$ cat src/rtl/posit16_pkg.sv
// Shared constants and payload types for the unpacked-to-Posit16 (es=0) packer.
package posit16_pkg;

  localparam int unsigned UNPACKED_W = 19;
  localparam int unsigned EXP_W      = 5;
  localparam int unsigned FRAC_W     = 13;
  localparam int unsigned EXP_BIAS   = 14;
  localparam int unsigned POSIT_W    = 16;
  localparam int unsigned BODY_W     = POSIT_W - 1;
  localparam int unsigned MAX_SCALE  = BODY_W - 1;

  localparam logic [POSIT_W-1:0] NAR    = 16'h8000;
  localparam logic [POSIT_W-1:0] MAXPOS = 16'h7FFF;
  localparam logic [POSIT_W-1:0] MINPOS = 16'h0001;
  localparam logic [POSIT_W-1:0] ZERO   = 16'h0000;

  // Exponents at or above this saturate to maxpos without rounding.
  localparam logic [EXP_W-1:0] EXP_SAT = EXP_W'(EXP_BIAS + MAX_SCALE + 1);

  typedef struct packed {
    logic              sign;
    logic [EXP_W-1:0]  exp;
    logic [FRAC_W-1:0] frac;
  } unpacked_t;

  typedef enum logic [1:0] {
    KIND_NUM  = 2'd0,
    KIND_ZERO = 2'd1,
    KIND_NAR  = 2'd2
  } kind_e;

  typedef struct packed {
    kind_e             kind;
    logic              sign;
    logic [BODY_W-1:0] body;
    logic              guard;
    logic              sticky;
  } stage1_t;

  function automatic logic [POSIT_W-1:0] apply_sign(input logic sign,
                                                    input logic [POSIT_W-1:0] mag);
    return sign ? (~mag + POSIT_W'(1)) : mag;
  endfunction

endpackage

$ cat src/rtl/posit16_regime_shift.sv
// Combinational regime builder: places the regime run ahead of the fraction and
// returns the 15-bit posit body plus guard and sticky over the shifted-out bits.
module posit16_regime_shift
  import posit16_pkg::*;
(
  input  logic [EXP_W-1:0]  exp_i,
  input  logic [FRAC_W-1:0] frac_i,
  output logic [BODY_W-1:0] body_o_c,
  output logic              guard_o_c,
  output logic              sticky_o_c
);

  localparam int unsigned SHIFT_W   = 32;
  localparam int unsigned PAD_W     = SHIFT_W - 2 - FRAC_W;
  localparam int unsigned GUARD_POS = SHIFT_W - BODY_W - 1;

  logic [EXP_W-1:0]   shamt;
  logic [SHIFT_W-1:0] base;
  logic [SHIFT_W-1:0] shifted;

  // Arithmetic right shift replicates the leading regime bit: "10" grows into
  // e+1 ones then a zero, "01" grows into -e zeros then a one.
  always_comb begin
    shamt   = '0;
    base    = '0;
    shifted = '0;
    if (exp_i >= EXP_W'(EXP_BIAS)) begin
      if (exp_i >= EXP_W'(EXP_BIAS + MAX_SCALE)) begin
        shamt = EXP_W'(MAX_SCALE);
      end else begin
        shamt = exp_i - EXP_W'(EXP_BIAS);
      end
      base = {2'b10, frac_i, {PAD_W{1'b0}}};
    end else begin
      shamt = EXP_W'(EXP_BIAS - 1) - exp_i;
      base  = {2'b01, frac_i, {PAD_W{1'b0}}};
    end
    shifted = $unsigned($signed(base) >>> shamt);
  end

  assign body_o_c   = shifted[SHIFT_W-1 -: BODY_W];
  assign guard_o_c  = shifted[GUARD_POS];
  assign sticky_o_c = |shifted[GUARD_POS-1:0];

endmodule

$ cat src/rtl/posit16_pack.sv
// Two-stage pipeline packing an unpacked float into Posit16 (es=0).
// Define POSIT_PACK_ROUND_EN for round-to-nearest-even; otherwise results truncate.
module posit16_pack
  import posit16_pkg::*;
(
  input  logic                  clk,
  input  logic                  rst,
  input  logic [UNPACKED_W-1:0] in_data,
  input  logic                  in_zero,
  input  logic                  in_nar,
  input  logic                  in_valid,
  output logic                  in_ready,
  output logic [POSIT_W-1:0]    out_posit,
  output logic                  out_valid,
  input  logic                  out_ready
);

  unpacked_t         in_u;
  logic [BODY_W-1:0] sh_body;
  logic              sh_guard;
  logic              sh_sticky;

  logic              ready_en_q;
  logic              s1_valid_q, s1_valid_d;
  stage1_t           s1_q, s1_d;
  logic              out_valid_q, out_valid_d;
  logic [POSIT_W-1:0] out_posit_q, out_posit_d;

  logic              s2_free;
  logic              s1_advance;
  logic              in_fire;
  logic              round_up;
  logic [POSIT_W-1:0] mag_sum;
  logic [POSIT_W-1:0] mag;

  assign in_u = in_data;

  posit16_regime_shift u_regime_shift (
    .exp_i      (in_u.exp),
    .frac_i     (in_u.frac),
    .body_o_c   (sh_body),
    .guard_o_c  (sh_guard),
    .sticky_o_c (sh_sticky)
  );

  // Handshake: a stage moves when empty or when its successor drains this cycle.
  assign s2_free    = !out_valid_q || out_ready;
  assign s1_advance = s1_valid_q && s2_free;
  assign in_ready   = ready_en_q && (!s1_valid_q || s1_advance);
  assign in_fire    = in_valid && in_ready;

  // Stage 1: classify and build regime/fraction; saturated exponents bypass rounding.
  always_comb begin
    s1_valid_d = s1_valid_q;
    s1_d       = s1_q;
    if (in_fire) begin
      s1_valid_d  = 1'b1;
      s1_d.sign   = in_u.sign;
      s1_d.body   = sh_body;
      s1_d.guard  = sh_guard;
      s1_d.sticky = sh_sticky;
      if (in_nar) begin
        s1_d.kind = KIND_NAR;
      end else if (in_zero) begin
        s1_d.kind = KIND_ZERO;
      end else begin
        s1_d.kind = KIND_NUM;
      end
      if (in_u.exp >= EXP_SAT) begin
        s1_d.body   = BODY_W'(MAXPOS);
        s1_d.guard  = 1'b0;
        s1_d.sticky = 1'b0;
      end else if (in_u.exp == '0) begin
        s1_d.body   = BODY_W'(MINPOS);
        s1_d.guard  = 1'b0;
        s1_d.sticky = 1'b0;
      end
    end else if (s1_advance) begin
      s1_valid_d = 1'b0;
    end
  end

`ifdef POSIT_PACK_ROUND_EN
  assign round_up = s1_q.guard && (s1_q.sticky || s1_q.body[0]);
`else
  logic rnd_unused;
  assign round_up   = 1'b0;
  assign rnd_unused = s1_q.guard ^ s1_q.sticky;
`endif

  // Stage 2: round, clamp into minpos..maxpos, then apply sign or special encodings.
  always_comb begin
    out_valid_d = out_valid_q;
    out_posit_d = out_posit_q;
    mag_sum     = {1'b0, s1_q.body} + POSIT_W'(round_up);
    mag         = mag_sum;
    if (mag_sum > MAXPOS) begin
      mag = MAXPOS;
    end else if (mag_sum == '0) begin
      mag = MINPOS;
    end
    if (s1_advance) begin
      out_valid_d = 1'b1;
      case (s1_q.kind)
        KIND_NAR:  out_posit_d = NAR;
        KIND_ZERO: out_posit_d = ZERO;
        default:   out_posit_d = apply_sign(s1_q.sign, mag);
      endcase
    end else if (out_ready) begin
      out_valid_d = 1'b0;
    end
  end

  always_ff @(posedge clk or negedge rst) begin
    if (!rst) begin
      ready_en_q  <= 1'b0;
      s1_valid_q  <= 1'b0;
      s1_q        <= '0;
      out_valid_q <= 1'b0;
      out_posit_q <= '0;
    end else begin
      ready_en_q  <= 1'b1;
      s1_valid_q  <= s1_valid_d;
      s1_q        <= s1_d;
      out_valid_q <= out_valid_d;
      out_posit_q <= out_posit_d;
    end
  end

  assign out_posit = out_posit_q;
  assign out_valid = out_valid_q;

endmodule

$ cat config.mk
export PLATFORM = sky130hd
export DESIGN_NAME = posit16_pack
export DESIGN_NICKNAME = d
export VERILOG_FILES = /design/src/rtl/posit16_pkg.sv /design/src/rtl/posit16_regime_shift.sv /design/src/rtl/posit16_pack.sv
export SDC_FILE = /design/constraint.sdc
export NUM_CORES = 1
export LEC_CHECK = 0
export ABC_AREA = 1
export CORE_ASPECT_RATIO = 1.1
export CORE_MARGIN = 1.5
export CORE_UTILIZATION = 35
export CTS_BUF_LIST = sky130_fd_sc_hd__clkbuf_4
export CTS_CLUSTER_SIZE = 8
export DETAILED_ROUTE_END_ITERATION = 8
export PLACE_DENSITY = 0.55
export SLEW_MARGIN = 40
export SYNTH_ARGS = -nofsm -noshare
export SYNTH_HDL_FRONTEND = slang
export SYNTH_SLANG_ARGS = --single-unit
export TNS_END_PERCENT = 10
$ cat constraint.sdc
create_clock -name clk -period 6.2 [get_ports clk]
set_input_delay 0.93 -clock clk [delete_from_list [all_inputs] [get_ports clk]]
set_output_delay 0.93 -clock clk [all_outputs]
set_load 0.01 [all_outputs]
; After elaboration in Yosys (flattened, before gate mapping)
; Cells that the tools add are included.
[totals]
input_bits = 25
reg_bits = 37
[op_classes]
n_reduce_logical = 12
n_addsub = 3
shift = 1
n_lt_le_gt_ge = 4
bitwise = 1
mux = 15
eq_ne = 2
[op_table]
columns = operator, count
row1 = 2-to-1 mux 17 bit, 2
row2 = 2-to-1 mux 32 bit, 1
row3 = one-hot mux 16 bit (2 select lines), 1
row4 = >>> shifter 32 x 5 -> 32 bit, 1
row5 = 2-to-1 mux 15 bit, 2
row6 = adder 16 x 1 -> 16 bit (second input constant), 1
row7 = zero test 16 bit, 1
row8 = 2-to-1 mux 16 bit, 1
row9 = NOT 16 bit, 1
row10 = OR reduction 16 bit, 1
row11 = greater-than comparator 15 bit (second input constant), 1
row12 = >= comparator 5 bit (second input constant), 2
row13 = 2-to-1 mux 5 bit, 2
row14 = >= comparator 5 x 4 -> 1 bit (second input constant), 1
row15 = zero test 5 bit, 1
row16 = 2-to-1 mux 1 bit, 5
row17 = subtractor 4 x 5 -> 5 bit (first input constant), 1
row18 = subtractor 5 x 4 -> 5 bit (second input constant), 1
row19 = nonzero test 2 bit, 2
row20 = logical AND 1 bit, 3
row21 = == test 2 x 1 -> 1 bit (second input constant), 1
row22 = == test 2 bit (second input constant), 1
row23 = zero test 1 bit, 2
row24 = logical OR 1 bit, 2
row25 = 2-to-1 mux 2 bit, 1

; Logic depth before layout (Yosys ltp)
; Gate-level depths: netlist (run 1).
[logic_depth]
ltp_word = 7
mapped_depth = 15
mapped_depth_nobuf = 14

; Modules after synthesis
; From an unflattened synthesis (run 1), not the netlist that was laid out.
[hier_totals]
hier_cells = 530
hier_area_um2 = 3385.7
[by_module_without_submodules]
columns = module, area_each_um2, n_inst, seq_area_each_um2, cells_each
row1 = posit16_pack, 1955.6, 1, 925.9, 239
row2 = posit16_regime_shift, 1430.1, 1, 0.0, 291

; Least setup slack after synthesis (run 1)
; Ideal clock, no wire load.
[synth_timing]
path_type = input to register
startpoint = input port in_data[14]
endpoint = register s1_q[5] (netlist name)
stages = 13
setup_ps = 117
n_path_buf = 2
required_time_ps = 6083
path_slack_ps = 3796
arrival_ps = 2287
path_cell_list = ha_1 -> nand2_2 -> nand2_2 -> buf_6 -> a21oi_1 -> buf_2 -> nand3_1 -> nand2_1 -> nand2_1 -> nand3_1 -> nand2_1 -> o21ai_1 -> inv_1
[synth_via]
elab_chain_len = 6
elab_cells_between_ends = 12
[synth_rtl]
columns = element, line_no
row1 = start: declaration, posit16_pack.sv:8  ; input logic [UNPACKED_W-1:0] in_data,
row2 = subtractor 5 x 4 -> 5 bit / >= comparator 5 bit (equally long branches), "posit16_regime_shift.sv:31, posit16_regime_shift.sv:28"
row3 = 2-to-1 mux 5 bit, posit16_regime_shift.sv:28  ; if (exp_i >= EXP_W'(EXP_BIAS + MAX_SCALE)) begin
row4 = 2-to-1 mux 5 bit, posit16_regime_shift.sv:27  ; if (exp_i >= EXP_W'(EXP_BIAS)) begin
row5 = >>> shifter 32 x 5 -> 32 bit, posit16_regime_shift.sv:38  ; shifted = $unsigned($signed(base) >>> shamt);
row6 = 2-to-1 mux 17 bit, posit16_pack.sv:73  ; end else if (in_u.exp == '0) begin
row7 = 2-to-1 mux 17 bit *, posit16_pack.sv:69  ; if (in_u.exp >= EXP_SAT) begin
row8 = end signal: assignment, posit16_pack.sv:118  ; s1_q <= '0;
row9 = end signal: assignment, posit16_pack.sv:124  ; s1_q <= s1_d;
row10 = end: declaration, posit16_pack.sv:25  ; stage1_t s1_q, s1_d;
; Mark *: on every way between the ends. The rest lies on a longest branch, timed or not.
; A chain may end at the register's enable or synchronous reset.

; Worst setup path after layout (run 1)
[layout_timing]
startpoint = input port in_data[15]
endpoint = register s1_q[11] (netlist name)
; The elaborated chain is that of the path after synthesis.

==> impl_metrics.prom, run 1 <==
# TYPE chip_impl_metric gauge
chip_impl_metric{name="detail_route.vias_per_cell",unit=""} 4.81
chip_impl_metric{name="nNetsFinal",unit=""} 478
chip_impl_metric{name="clk_pin_slew",unit="ns"} 0.10
chip_impl_metric{name="vias",unit=""} 2659
chip_impl_metric{name="postLayoutSetupSlackWorst",unit="ns"} 2.86
chip_impl_metric{name="grt_antenna_before_repair",unit=""} 0
chip_impl_metric{name="synth-seq-area-share",unit="%"} 33.9
chip_impl_metric{name="worst_setup_slack_after_placement",unit="ns"} 2.53
chip_impl_info{name="cell_occurring_most_often_along_the_worst_timing_path",value="nand2_1"} 1
chip_impl_metric{name="post-synth-top-area-fraction",unit="%"} 33.9
chip_impl_info{name="critical_path.startpoint",value="in_data[15]"} 1
chip_impl_metric{name="port_buffers",unit=""} 42
chip_impl_metric{name="finClkSkew",unit="ns"} 0.00688
chip_impl_metric{name="area.sequential",unit="µm²"} 926
chip_impl_metric{name="routedWlPerCell",unit="µm"} 11.8
chip_impl_info{name="yosysTopAreaCell",value="dfrtp_1"} 1
chip_impl_metric{name="dp_hpwl",unit="µm"} 5350
chip_impl_metric{name="cp_data_arrival_time",unit="ns"} 3.56
chip_impl_info{name="ys_top_cells_by_area",value="dfrtp_1, nand2_1, nand3_1, inv_1, o21ai_0"} 1
chip_impl_metric{name="die_width",unit="µm"} 87.3
chip_impl_metric{name="timing.critical_path.fanout_max",unit=""} 12
chip_impl_info{name="crit-reg2reg-capture",value="out_posit[14]"} 1
chip_impl_metric{name="syn2layout_area_growth",unit="%"} 19.9
chip_impl_metric{name="gp_congestion",unit=""} 0.901
chip_impl_metric{name="route.detailed.drc",unit=""} 0
chip_impl_metric{name="first_pass_grt_wire_length",unit="µm"} 11500
chip_impl_metric{name="final_max_slew_viol_count",unit=""} 0
chip_impl_metric{name="ctsHoldBuffers",unit=""} 0
chip_impl_metric{name="period_share",unit="%"} 53.9
chip_impl_info{name="crit_end",value="s1_q[11]"} 1
chip_impl_metric{name="worst_r2r_path_depth",unit=""} 14
chip_impl_info{name="mostFrequentLayoutCell",value="nand2_1"} 1
chip_impl_metric{name="yosys_warnings",unit=""} 0
chip_impl_metric{name="wl",unit="µm"} 6550
chip_impl_metric{name="initial_core_util",unit="%"} 36.4
chip_impl_metric{name="detail-route-antenna-nets",unit=""} 0
chip_impl_info{name="mostFrequentLayoutCells",value="nand2_1, nand3_1, inv_1"} 1
chip_impl_metric{name="multi_input_area",unit="µm²"} 1540
chip_impl_metric{name="irDropWorstVdd",unit="V"} 0.0000713
chip_impl_metric{name="worst-endpoint-required",unit="ns"} 6.42
chip_impl_info{name="r2r_start",value="s1_q[5]"} 1
chip_impl_metric{name="finalHoldWorstSlack",unit="ns"} 0.484
chip_impl_metric{name="cts_made_buffers",unit=""} 5
chip_impl_metric{name="post_synthesis_cells",unit=""} 410
chip_impl_metric{name="post_cts.repair.setup_buffers",unit=""} 0
chip_impl_metric{name="source_to_sink_clock_delay_at_the_later_pin_of_the_worst_skew_pair",unit="ns"} 0.33
chip_impl_info{name="start_kind",value="input port"} 1
chip_impl_metric{name="number_of_global_route_vias_before_repair",unit=""} 2518
chip_impl_metric{name="fmax",unit="MHz"} 299
chip_impl_metric{name="finalPower",unit="µW"} 820
chip_impl_metric{name="grtUsageTotal",unit="%"} 17.1
chip_impl_info{name="status",value="finished clean"} 1
chip_impl_metric{name="setup_violations",unit=""} 0
chip_impl_metric{name="num_io_pins",unit=""} 43
chip_impl_metric{name="tns",unit="ns"} 0
chip_impl_info{name="sequence_of_cells_on_the_critical_path",value="clkdlybuf4s50_1, ha_1, nand2_2, nand2_2, nor2_1, a21oi_1, nand3_2, nand3_1, nand3_1, nand2_1, nand2_1, nand2_1, a21oi_1"} 1
chip_impl_metric{name="syn_area_per_cell",unit="µm²"} 6.67
chip_impl_metric{name="number_of_violations_reported_at_the_end_of_detailed_routing_iteration_0",unit=""} 76
chip_impl_info{name="tritoncts",value="built"} 1
chip_impl_metric{name="ys_seq_elements",unit=""} 37
chip_impl_metric{name="die-height",unit="µm"} 95.7
chip_impl_info{name="rsz0062_at_grt",value="false"} 1
chip_impl_metric{name="power_density",unit="nW/µm²"} 250
chip_impl_metric{name="timing.final.hold_violations",unit=""} 0
chip_impl_info{name="worst_path_max_delay_cell",value="a21oi_1"} 1
chip_impl_metric{name="clock_sink_count",unit=""} 37
chip_impl_metric{name="cts_max_path_buffers",unit=""} 2
chip_impl_metric{name="postLayoutCoreUtil",unit="%"} 43.6
chip_impl_metric{name="drive_above_1_share",unit="%"} 6.03
chip_impl_metric{name="first_pass_iters",unit=""} 4
chip_impl_metric{name="layout_min_cycle_time",unit="ns"} 3.34
chip_impl_info{name="cts_root_buffer_type",value="clkbuf_4"} 1
chip_impl_metric{name="placement_rows",unit=""} 33
chip_impl_info{name="synth-main-ff-cell",value="dfrtp_1"} 1
chip_impl_metric{name="async_reset_ff_share",unit="%"} 100
chip_impl_metric{name="core_region_area",unit="µm²"} 7510
chip_impl_metric{name="slew_headroom",unit="%"} 45.3
chip_impl_metric{name="die_ar",unit="µm²"} 8350
chip_impl_info{name="hp-class",value="reg2reg"} 1
chip_impl_info{name="timing.setup.critical_path_class",value="in2reg"} 1
chip_impl_metric{name="synthesis.nets",unit=""} 440
chip_impl_metric{name="grt_max_degree",unit=""} 23
chip_impl_metric{name="gr-total-overflow",unit=""} 0
chip_impl_metric{name="diodes",unit=""} 0
chip_impl_metric{name="critPathBufInv",unit=""} 1
chip_impl_info{name="worstSetupEndpointType",value="flip-flop"} 1
chip_impl_metric{name="post_cts.resized_instances",unit=""} 0
chip_impl_metric{name="synth.distinct_cells",unit=""} 37
chip_impl_metric{name="cts.htree.levels",unit=""} 2
chip_impl_metric{name="synth-edff-count",unit=""} 0
chip_impl_metric{name="slowest_delay",unit="ns"} 0.65
chip_impl_metric{name="layout.filler_cells",unit=""} 853
chip_impl_metric{name="worstSetupPathDepth",unit=""} 13
chip_impl_metric{name="reg2reg_setup_slack",unit="ns"} 3.65
chip_impl_info{name="cp_top_family",value="simple AND/OR/NAND/NOR gates"} 1
chip_impl_metric{name="cellLeakagePower",unit="µW"} 0.00164
chip_impl_metric{name="netlist_area",unit="µm²"} 2730
chip_impl_metric{name="tightestPinTransition",unit="ns"} 0.820
chip_impl_metric{name="drv_cap",unit=""} 0
## per-layer routing
| metal | track usage [%] | share of wire (%) | vias to the layer above |
|---|---|---|---|
| met1 | 20.2 | 44 | 1177 |
| li1 | - | - | 1402 |
| met5 | 0 | 0 | - |
| met3 | 1.80 | 3.0 | 17 |
| met4 | 7.28 | 3.1 | 0 |
| met2 | 31.1 | 49 | 63 |
## cell usage after synthesis (3+ instances only)
cell type,count
nand2_1,120
inv_1,49
dfrtp_1,37
o21ai_0,28
xor2_1,8
nor2_1,28
nor3_1,3
clkbuf_1,5
or2_2,3
nand2_2,6
ha_1,5
a21oi_1,26
nand3_1,50
buf_2,3
a22o_1,3
o21ai_1,8
## per-stage QoR
stage | instances | instance area (µm²)
after floorplan | 410 | 2730
after global placement | 545 | 3200
after CTS | 553 | 3280
after global routing | 553 | 3280
after detailed placement | 546 | 3230
final | 553 | 3280
## cells by family (layout without fill, tap and decap cells)
kind of cell             Yosys count  count (layout)  share of synthesized area [%]
AO/OA/AOI/OAI                     77              77                           15.9
XOR/XNOR                           9               9                           2.88
adder cells (fa/ha/maj)            5               5                           2.29
buffers and inverters             62             100                           9.75
flip-flops                        37              37                           33.9
multiplexers                       1               1                          0.366
other                              1               1                          0.137
AND/OR/NAND/NOR                  218             218                           34.8
## how the worst min path moves through the flow
| stage | cells past startpoint | to | start |
|---|---|---|---|
| after floorplan | 2 | s1_q[16] | s1_q[16] |
| after global placement | 2 | out_posit[7] | out_posit[7] |
| after detailed placement | 2 | out_posit[7] | out_posit[7] |
| after CTS | 2 | out_posit[7] | out_posit[7] |
| after global routing | 1 | s1_q[17] | rst |
| final | 2 | out_posit[7] | out_posit[7] |
## worst reg2reg max path, stage by stage, from the launching register on
cell and delay (ns):
dfrtp_1 0.41, inv_1 0.12, nand3_1 0.11, nor2_1 0.05, a21oi_1 0.40, ha_1 0.26, nand3_1 0.12, nor2_1 0.12
nand2_1 0.09, nand2_1 0.10, nand2_1 0.09, nor2_1 0.15, o21ai_0 0.14, xor2_1 0.17, o21ai_0 0.15
## sequential cells by signal, indices dropped and copies added, names as in the netlist
register	count
out_posit	16
out_valid	1
ready_en_q	1
s1_q	18
s1_valid_q	1
## layout make-up
cell class                      instances  share of cell area, %
Clock buffer                            6                   1.37
Clock inverter                          1                  0.115
Inverter                               50                   5.73
Multi-Input combinational cell        311                   47.0
Sequential cell                        37                   28.2
Tap cell                              105                   4.01
Timing Repair Buffer                   43                   13.5
## where the power goes
part / switching [µW] / internal (µW) / total, µW
Sequential: 44.4 / 302 / 347
Combinational: 191 / 163 / 354
Clock: 73.7 / 45.6 / 119
Note: power is estimated with default switching activity, not from simulation.
==> inputs of run 2 (changes only) <==
Clock period 6.2 ns to 3.15 ns, I/O delays scaled along.
==> run 2 against run 1 <==
Against the previous run:
- setup slack worse by 2.3 ns
- design area is 1.4% higher
- clock skew is 0.0056 ns higher
- hold slack worse by 0.42 ns
- sequential power is 96% higher
- utilization is 0.62 points higher
- total power is 100% higher
- non-clock buffer count is 7 higher
- register-to-register slack worse by 2.8 ns
- sequential cell count stayed put
- highest routed layer unchanged
==> impl_metrics.prom, run 2 (synthesis gave the netlist of run 1 again) <==
# TYPE chip_impl_metric gauge
chip_impl_metric{name="dp_hpwl",unit="µm"} 5280
chip_impl_metric{name="setup_violations",unit=""} 0
chip_impl_metric{name="worst_setup_slack_after_placement",unit="ns"} 0.226
chip_impl_metric{name="finalPower",unit="µW"} 1660
chip_impl_metric{name="die_width",unit="µm"} 87.3
chip_impl_metric{name="route.detailed.drc",unit=""} 0
chip_impl_metric{name="drv_cap",unit=""} 0
chip_impl_metric{name="fmax",unit="MHz"} 389
chip_impl_metric{name="postLayoutSetupSlackWorst",unit="ns"} 0.581
chip_impl_metric{name="slowest_delay",unit="ns"} 0.61
chip_impl_info{name="mostFrequentLayoutCell",value="nand2_1"} 1
chip_impl_metric{name="clk_pin_slew",unit="ns"} 0.11
chip_impl_metric{name="die-height",unit="µm"} 95.7
chip_impl_metric{name="ctsHoldBuffers",unit=""} 0
chip_impl_info{name="tritoncts",value="built"} 1
chip_impl_metric{name="finClkSkew",unit="ns"} 0.0125
chip_impl_metric{name="worst-endpoint-required",unit="ns"} 3.38
chip_impl_metric{name="wl",unit="µm"} 6540
chip_impl_metric{name="layout.filler_cells",unit=""} 833
chip_impl_metric{name="first_pass_grt_wire_length",unit="µm"} 11200
chip_impl_metric{name="cts_max_path_buffers",unit=""} 2
chip_impl_metric{name="cellLeakagePower",unit="µW"} 0.00167
chip_impl_metric{name="vias",unit=""} 2671
chip_impl_metric{name="detail_route.vias_per_cell",unit=""} 4.76
chip_impl_metric{name="timing.final.hold_violations",unit=""} 0
chip_impl_metric{name="grtUsageTotal",unit="%"} 16.9
chip_impl_metric{name="largest_register_ff_count",unit=""} 18
chip_impl_metric{name="routedWlPerCell",unit="µm"} 11.7
chip_impl_metric{name="first_pass_iters",unit=""} 4
chip_impl_metric{name="cp_data_arrival_time",unit="ns"} 2.80
chip_impl_metric{name="timing.critical_path.fanout_max",unit=""} 13
chip_impl_info{name="timing.setup.critical_path_class",value="in2reg"} 1
chip_impl_metric{name="gp_congestion",unit=""} 0.872
chip_impl_info{name="status",value="finished clean"} 1
chip_impl_info{name="cp_top_family",value="compound AO/OA/AOI/OAI gates"} 1
chip_impl_metric{name="detail-route-antenna-nets",unit=""} 0
chip_impl_info{name="sequence_of_cells_on_the_critical_path",value="clkdlybuf4s50_1, ha_1, nand2_2, nand2_2, nor2_1, inv_1, nand2_1, o21ai_0, a21oi_1, o21ai_0, a21oi_1"} 1
chip_impl_metric{name="slew_headroom",unit="%"} 65.8
chip_impl_info{name="rsz0062_at_grt",value="false"} 1
chip_impl_metric{name="dpl-instance-area",unit="µm²"} 3260
chip_impl_metric{name="cts_made_buffers",unit=""} 5
chip_impl_metric{name="initial_core_util",unit="%"} 36.4
chip_impl_metric{name="clock_sink_count",unit=""} 37
chip_impl_metric{name="gr-total-overflow",unit=""} 0
chip_impl_metric{name="multi_input_area",unit="µm²"} 1540
chip_impl_metric{name="die_ar",unit="µm²"} 8350
chip_impl_metric{name="grt_antenna_before_repair",unit=""} 0
chip_impl_metric{name="nNetsFinal",unit=""} 485
chip_impl_info{name="worstSetupEndpointType",value="flip-flop"} 1
chip_impl_metric{name="finish.instance_area",unit="µm²"} 3320
chip_impl_metric{name="syn2layout_area_growth",unit="%"} 21.6
chip_impl_metric{name="number_of_violations_reported_at_the_end_of_detailed_routing_iteration_0",unit=""} 88
chip_impl_metric{name="post_cts.resized_instances",unit=""} 0
chip_impl_metric{name="grt_max_degree",unit=""} 38
chip_impl_info{name="start_kind",value="input port"} 1
chip_impl_metric{name="tns",unit="ns"} 0
chip_impl_metric{name="finalHoldWorstSlack",unit="ns"} 0.0650
chip_impl_metric{name="irDropWorstVdd",unit="V"} 0.000129
chip_impl_info{name="largest_register",value="s1_q"} 1
chip_impl_metric{name="power_density",unit="nW/µm²"} 498
chip_impl_metric{name="cts.htree.levels",unit=""} 2
chip_impl_metric{name="final_max_slew_viol_count",unit=""} 0
chip_impl_info{name="cts_root_buffer_type",value="clkbuf_4"} 1
chip_impl_info{name="worst_path_max_delay_cell",value="clkdlybuf4s50_1"} 1
chip_impl_metric{name="layout_min_cycle_time",unit="ns"} 2.57
chip_impl_metric{name="port_buffers",unit=""} 42
chip_impl_metric{name="drive_above_1_share",unit="%"} 7.89
chip_impl_info{name="hp-class",value="in2async"} 1
chip_impl_metric{name="source_to_sink_clock_delay_at_the_later_pin_of_the_worst_skew_pair",unit="ns"} 0.34
chip_impl_metric{name="tightestPinTransition",unit="ns"} 0.513
chip_impl_metric{name="num_io_pins",unit=""} 43
chip_impl_metric{name="core_region_area",unit="µm²"} 7510
chip_impl_metric{name="area.sequential",unit="µm²"} 926
chip_impl_metric{name="placement_rows",unit=""} 33
chip_impl_metric{name="post_cts.repair.setup_buffers",unit=""} 0
chip_impl_metric{name="diodes",unit=""} 0
chip_impl_metric{name="critPathBufInv",unit=""} 2
chip_impl_metric{name="period_share",unit="%"} 81.6
chip_impl_metric{name="number_of_global_route_vias_before_repair",unit=""} 2424
chip_impl_info{name="mostFrequentLayoutCells",value="nand2_1, nand3_1, inv_1"} 1
[run 2: changes by cell type in the layout (fill, tap and decap cells not counted)]
cell	change
clkbuf_4	+2
buf_2	-1
buf_16	-1
clkinv_1	-1
buf_4	+9
[run 2: path summary, 6_finish.rpt]
kind | slack (ns) | cells past startpoint | from | end
worst max register to register | 0.80 | 15 | s1_q[7] | out_posit[14]
worst min register to register | 0.49 | 2 | out_posit[13] | out_posit[13]
min in group clk | 0.49 | 2 | out_posit[13] | out_posit[13]
worst max-delay path | 0.58 | 11 | in_data[15] | s1_q[14]
worst min-delay path | 0.06 | 1 | rst | out_valid
max in group asynchronous | 2.74 | 1 | rst | s1_q[15]
[run 2: cell type report]
cell class / count / area share (%)
clock buffer: 8 / 1.81
sequential: 37 / 27.9
tap: 105 / 3.95
inverter: 50 / 5.65
timing repair buffer: 50 / 14.4
multi-input combinational: 311 / 46.4
[run 2: metrics by stage]
step	utilization [%]	std cells
final	44.2	561
after global placement	43.4	553
after CTS	44.2	561
after global routing	44.2	561
after floorplan	-	410
after detailed placement	43.4	553
[run 2: power by group]
group          switching, µW  leakage (µW)  total [µW]  internal, µW
sequential              87.0      0.000443         681           595
combinational            374       0.00119         704           330
clock                    154     0.0000368         269           115
total                    616       0.00167        1660          1040
[run 2: routing by layer]
layer  wire [µm]  vias to the layer above  GRT usage [%]
li1            -                     1417              -
met1        2950                     1182           19.8
met2        3210                       53           30.6
met3         171                       19           1.89
met4         213                        0           7.80
met5           0                        -              0
[run 2: worst reg2reg max path, delay by kind of cell, from the launching register on]
family / cells / cell delay [ns]
buffers and inverters: 1 / 0.16
AND/OR/NAND/NOR: 9 / 1.00
XOR/XNOR: 1 / 0.17
adder cells (fa/ha/maj): 1 / 0.19
AO/OA/AOI/OAI: 3 / 0.28
flip-flops: 1 / 0.44
==> inputs of run 3 (changes only) <==
Clock period 3.15 ns to 2.4 ns, I/O delays scaled along.
==> run 3 against run 2 <==
Against the previous run:
- critical path depth up 3
- total power up 33%
- clock skew down 0.00090 ns
- global-route usage down 0.59 points
- utilization up 3.1 points
- combinational power up 45%
- largest cell class unchanged
==> impl_metrics.prom, run 3 (synthesis gave the netlist of run 1 again) <==
# TYPE chip_impl_metric gauge
chip_impl_info{name="status",value="finished clean"} 1
chip_impl_metric{name="layout_min_cycle_time",unit="ns"} 2.14
chip_impl_metric{name="detail-route-antenna-nets",unit=""} 0
chip_impl_info{name="timing.setup.critical_path_class",value="reg2reg"} 1
chip_impl_metric{name="number_of_global_route_vias_before_repair",unit=""} 2561
chip_impl_metric{name="num_io_pins",unit=""} 43
chip_impl_metric{name="grt.met1_usage",unit="%"} 18.8
chip_impl_metric{name="grt_use_met3",unit="%"} 1.80
chip_impl_metric{name="largest_register_ff_count",unit=""} 18
chip_impl_metric{name="first_pass_grt_wire_length",unit="µm"} 11000
chip_impl_metric{name="die-height",unit="µm"} 95.7
chip_impl_metric{name="grt_max_degree",unit=""} 38
chip_impl_metric{name="clk_pin_slew",unit="ns"} 0.11
chip_impl_metric{name="timing.final.hold_violations",unit=""} 0
chip_impl_info{name="mostFrequentLayoutCell",value="nand2_1"} 1
chip_impl_metric{name="syn2layout_area_growth",unit="%"} 30.0
chip_impl_metric{name="worst_setup_slack_after_placement",unit="ns"} -0.0735
chip_impl_info{name="cts_root_buffer_type",value="clkbuf_4"} 1
chip_impl_metric{name="wl",unit="µm"} 6450
chip_impl_metric{name="die_width",unit="µm"} 87.3
chip_impl_metric{name="area.sequential",unit="µm²"} 926
chip_impl_metric{name="source_to_sink_clock_delay_at_the_later_pin_of_the_worst_skew_pair",unit="ns"} 0.34
chip_impl_metric{name="irDropWorstVdd",unit="V"} 0.000170
chip_impl_metric{name="postLayoutSetupSlackWorst",unit="ns"} 0.264
chip_impl_info{name="worstSetupEndpointType",value="flip-flop"} 1
chip_impl_info{name="start_kind",value="flip-flop"} 1
chip_impl_metric{name="reg2reg_setup_slack",unit="ns"} 0.26
chip_impl_metric{name="grt_util_met2",unit="%"} 30.0
chip_impl_metric{name="finClkSkew",unit="ns"} 0.0116
chip_impl_info{name="hp-class",value="reg2reg"} 1
chip_impl_metric{name="clock_sink_count",unit=""} 37
chip_impl_metric{name="drive_above_1_share",unit="%"} 13.4
chip_impl_metric{name="period_share",unit="%"} 89.0
chip_impl_metric{name="worst-endpoint-required",unit="ns"} 2.63
chip_impl_metric{name="fmax",unit="MHz"} 468
chip_impl_metric{name="drv_cap",unit=""} 0
chip_impl_metric{name="dp_hpwl",unit="µm"} 5330
chip_impl_metric{name="first_pass_iters",unit=""} 4
chip_impl_metric{name="route.detailed.drc",unit=""} 0
chip_impl_metric{name="postLayoutCoreUtil",unit="%"} 47.3
chip_impl_metric{name="detail_route.vias_per_cell",unit=""} 4.65
chip_impl_metric{name="cts_max_path_buffers",unit=""} 2
chip_impl_metric{name="multi_input_area",unit="µm²"} 1550
chip_impl_metric{name="gr-total-overflow",unit=""} 0
chip_impl_info{name="rsz0062_at_grt",value="false"} 1
chip_impl_metric{name="grt_antenna_before_repair",unit=""} 0
chip_impl_metric{name="gp_congestion",unit=""} 0.898
chip_impl_metric{name="nNetsFinal",unit=""} 514
chip_impl_metric{name="timing.critical_path.fanout_max",unit=""} 3
chip_impl_metric{name="cts.htree.levels",unit=""} 2
chip_impl_metric{name="grtUsageTotal",unit="%"} 16.3
chip_impl_metric{name="core_region_area",unit="µm²"} 7510
chip_impl_metric{name="port_buffers",unit=""} 42
chip_impl_metric{name="cp_data_arrival_time",unit="ns"} 2.36
chip_impl_metric{name="placement_rows",unit=""} 33
chip_impl_metric{name="routedWlPerCell",unit="µm"} 10.9
chip_impl_metric{name="final_max_slew_viol_count",unit=""} 0
chip_impl_metric{name="cts_made_buffers",unit=""} 5
chip_impl_metric{name="die_ar",unit="µm²"} 8350
chip_impl_info{name="grt_busiest_layer",value="met2"} 1
chip_impl_metric{name="vias",unit=""} 2738
chip_impl_metric{name="number_of_violations_reported_at_the_end_of_detailed_routing_iteration_0",unit=""} 63
chip_impl_info{name="mostFrequentLayoutCells",value="nand2_1, nand3_1, inv_1"} 1
chip_impl_info{name="largest_register",value="s1_q"} 1
chip_impl_metric{name="initial_core_util",unit="%"} 36.4
chip_impl_metric{name="power_density",unit="nW/µm²"} 618
chip_impl_metric{name="cellLeakagePower",unit="µW"} 0.00180
chip_impl_metric{name="setup_violations",unit=""} 0
chip_impl_metric{name="layout.filler_cells",unit=""} 820
chip_impl_metric{name="diodes",unit=""} 0
chip_impl_info{name="tritoncts",value="built"} 1
[run 3: timing repair]
item                                   CTS  global route
endpoints found under the hold margin    0            37
hold buffers                             0             1
gates resized for setup                  0             4
setup endpoints to repair                0             1
buffers inserted                         0             2
[run 3: critical path, stage by stage (launching register included)]
cell and delay [ns]:
dfrtp_1 0.40, nor2_1 0.21, nand3_1 0.10, nor2_1 0.18
a21oi_2 0.09, ha_2 0.19, nand3_1 0.11, nor2_1 0.06
nand2_1 0.09, nand2_1 0.08, nand2_1 0.10, nor2_2 0.05
o21ai_1 0.11, xor2_1 0.17, o21ai_0 0.09
[run 3: cell type report]
cell class | instances | area share (%)
multi-input combinational | 311 | 43.6
timing repair buffer | 79 | 20.0
inverter | 50 | 5.28
sequential | 37 | 26.0
clock buffer | 6 | 1.27
tap | 105 | 3.70
clock inverter | 1 | 0.106
[run 3: power by group]
| group | switching (µW) | internal [µW] |
|---|---|---|
| combinational | 522 | 498 |
| clock | 191 | 118 |
| sequential | 89.8 | 781 |
[run 3: routing by layer]
layer	vias to the layer above	wire length [µm]
li1	1478	-
met1	1193	2870
met2	53	3200
met3	14	171
met4	0	201
met5	-	0
[run 3: worst paths after layout]
path / startpoint / to / cells after the start
max: s1_q[7] / out_posit[14] / 14
min: out_posit[7] / out_posit[7] / 2
max reg2reg: s1_q[7] / out_posit[14] / 14
min reg2reg: out_posit[7] / out_posit[7] / 2
max in group asynchronous: rst / out_posit[4] / 2
min in group asynchronous: rst / out_valid / 2
[run 3: metrics by stage]
stage                     hold slack, ns  setup TNS, ns  power, µW  instance area [µm²]  cells
after floorplan                   0.0644              0       1450                 2730    410
after global placement             0.462         -0.232       1890                 3470    579
after detailed placement           0.465         -0.397       1900                 3470    579
after CTS                          0.121              0       2210                 3520    586
after global routing               0.513              0       2390                 3550    589
final                              0.484              0       2200                 3550    589
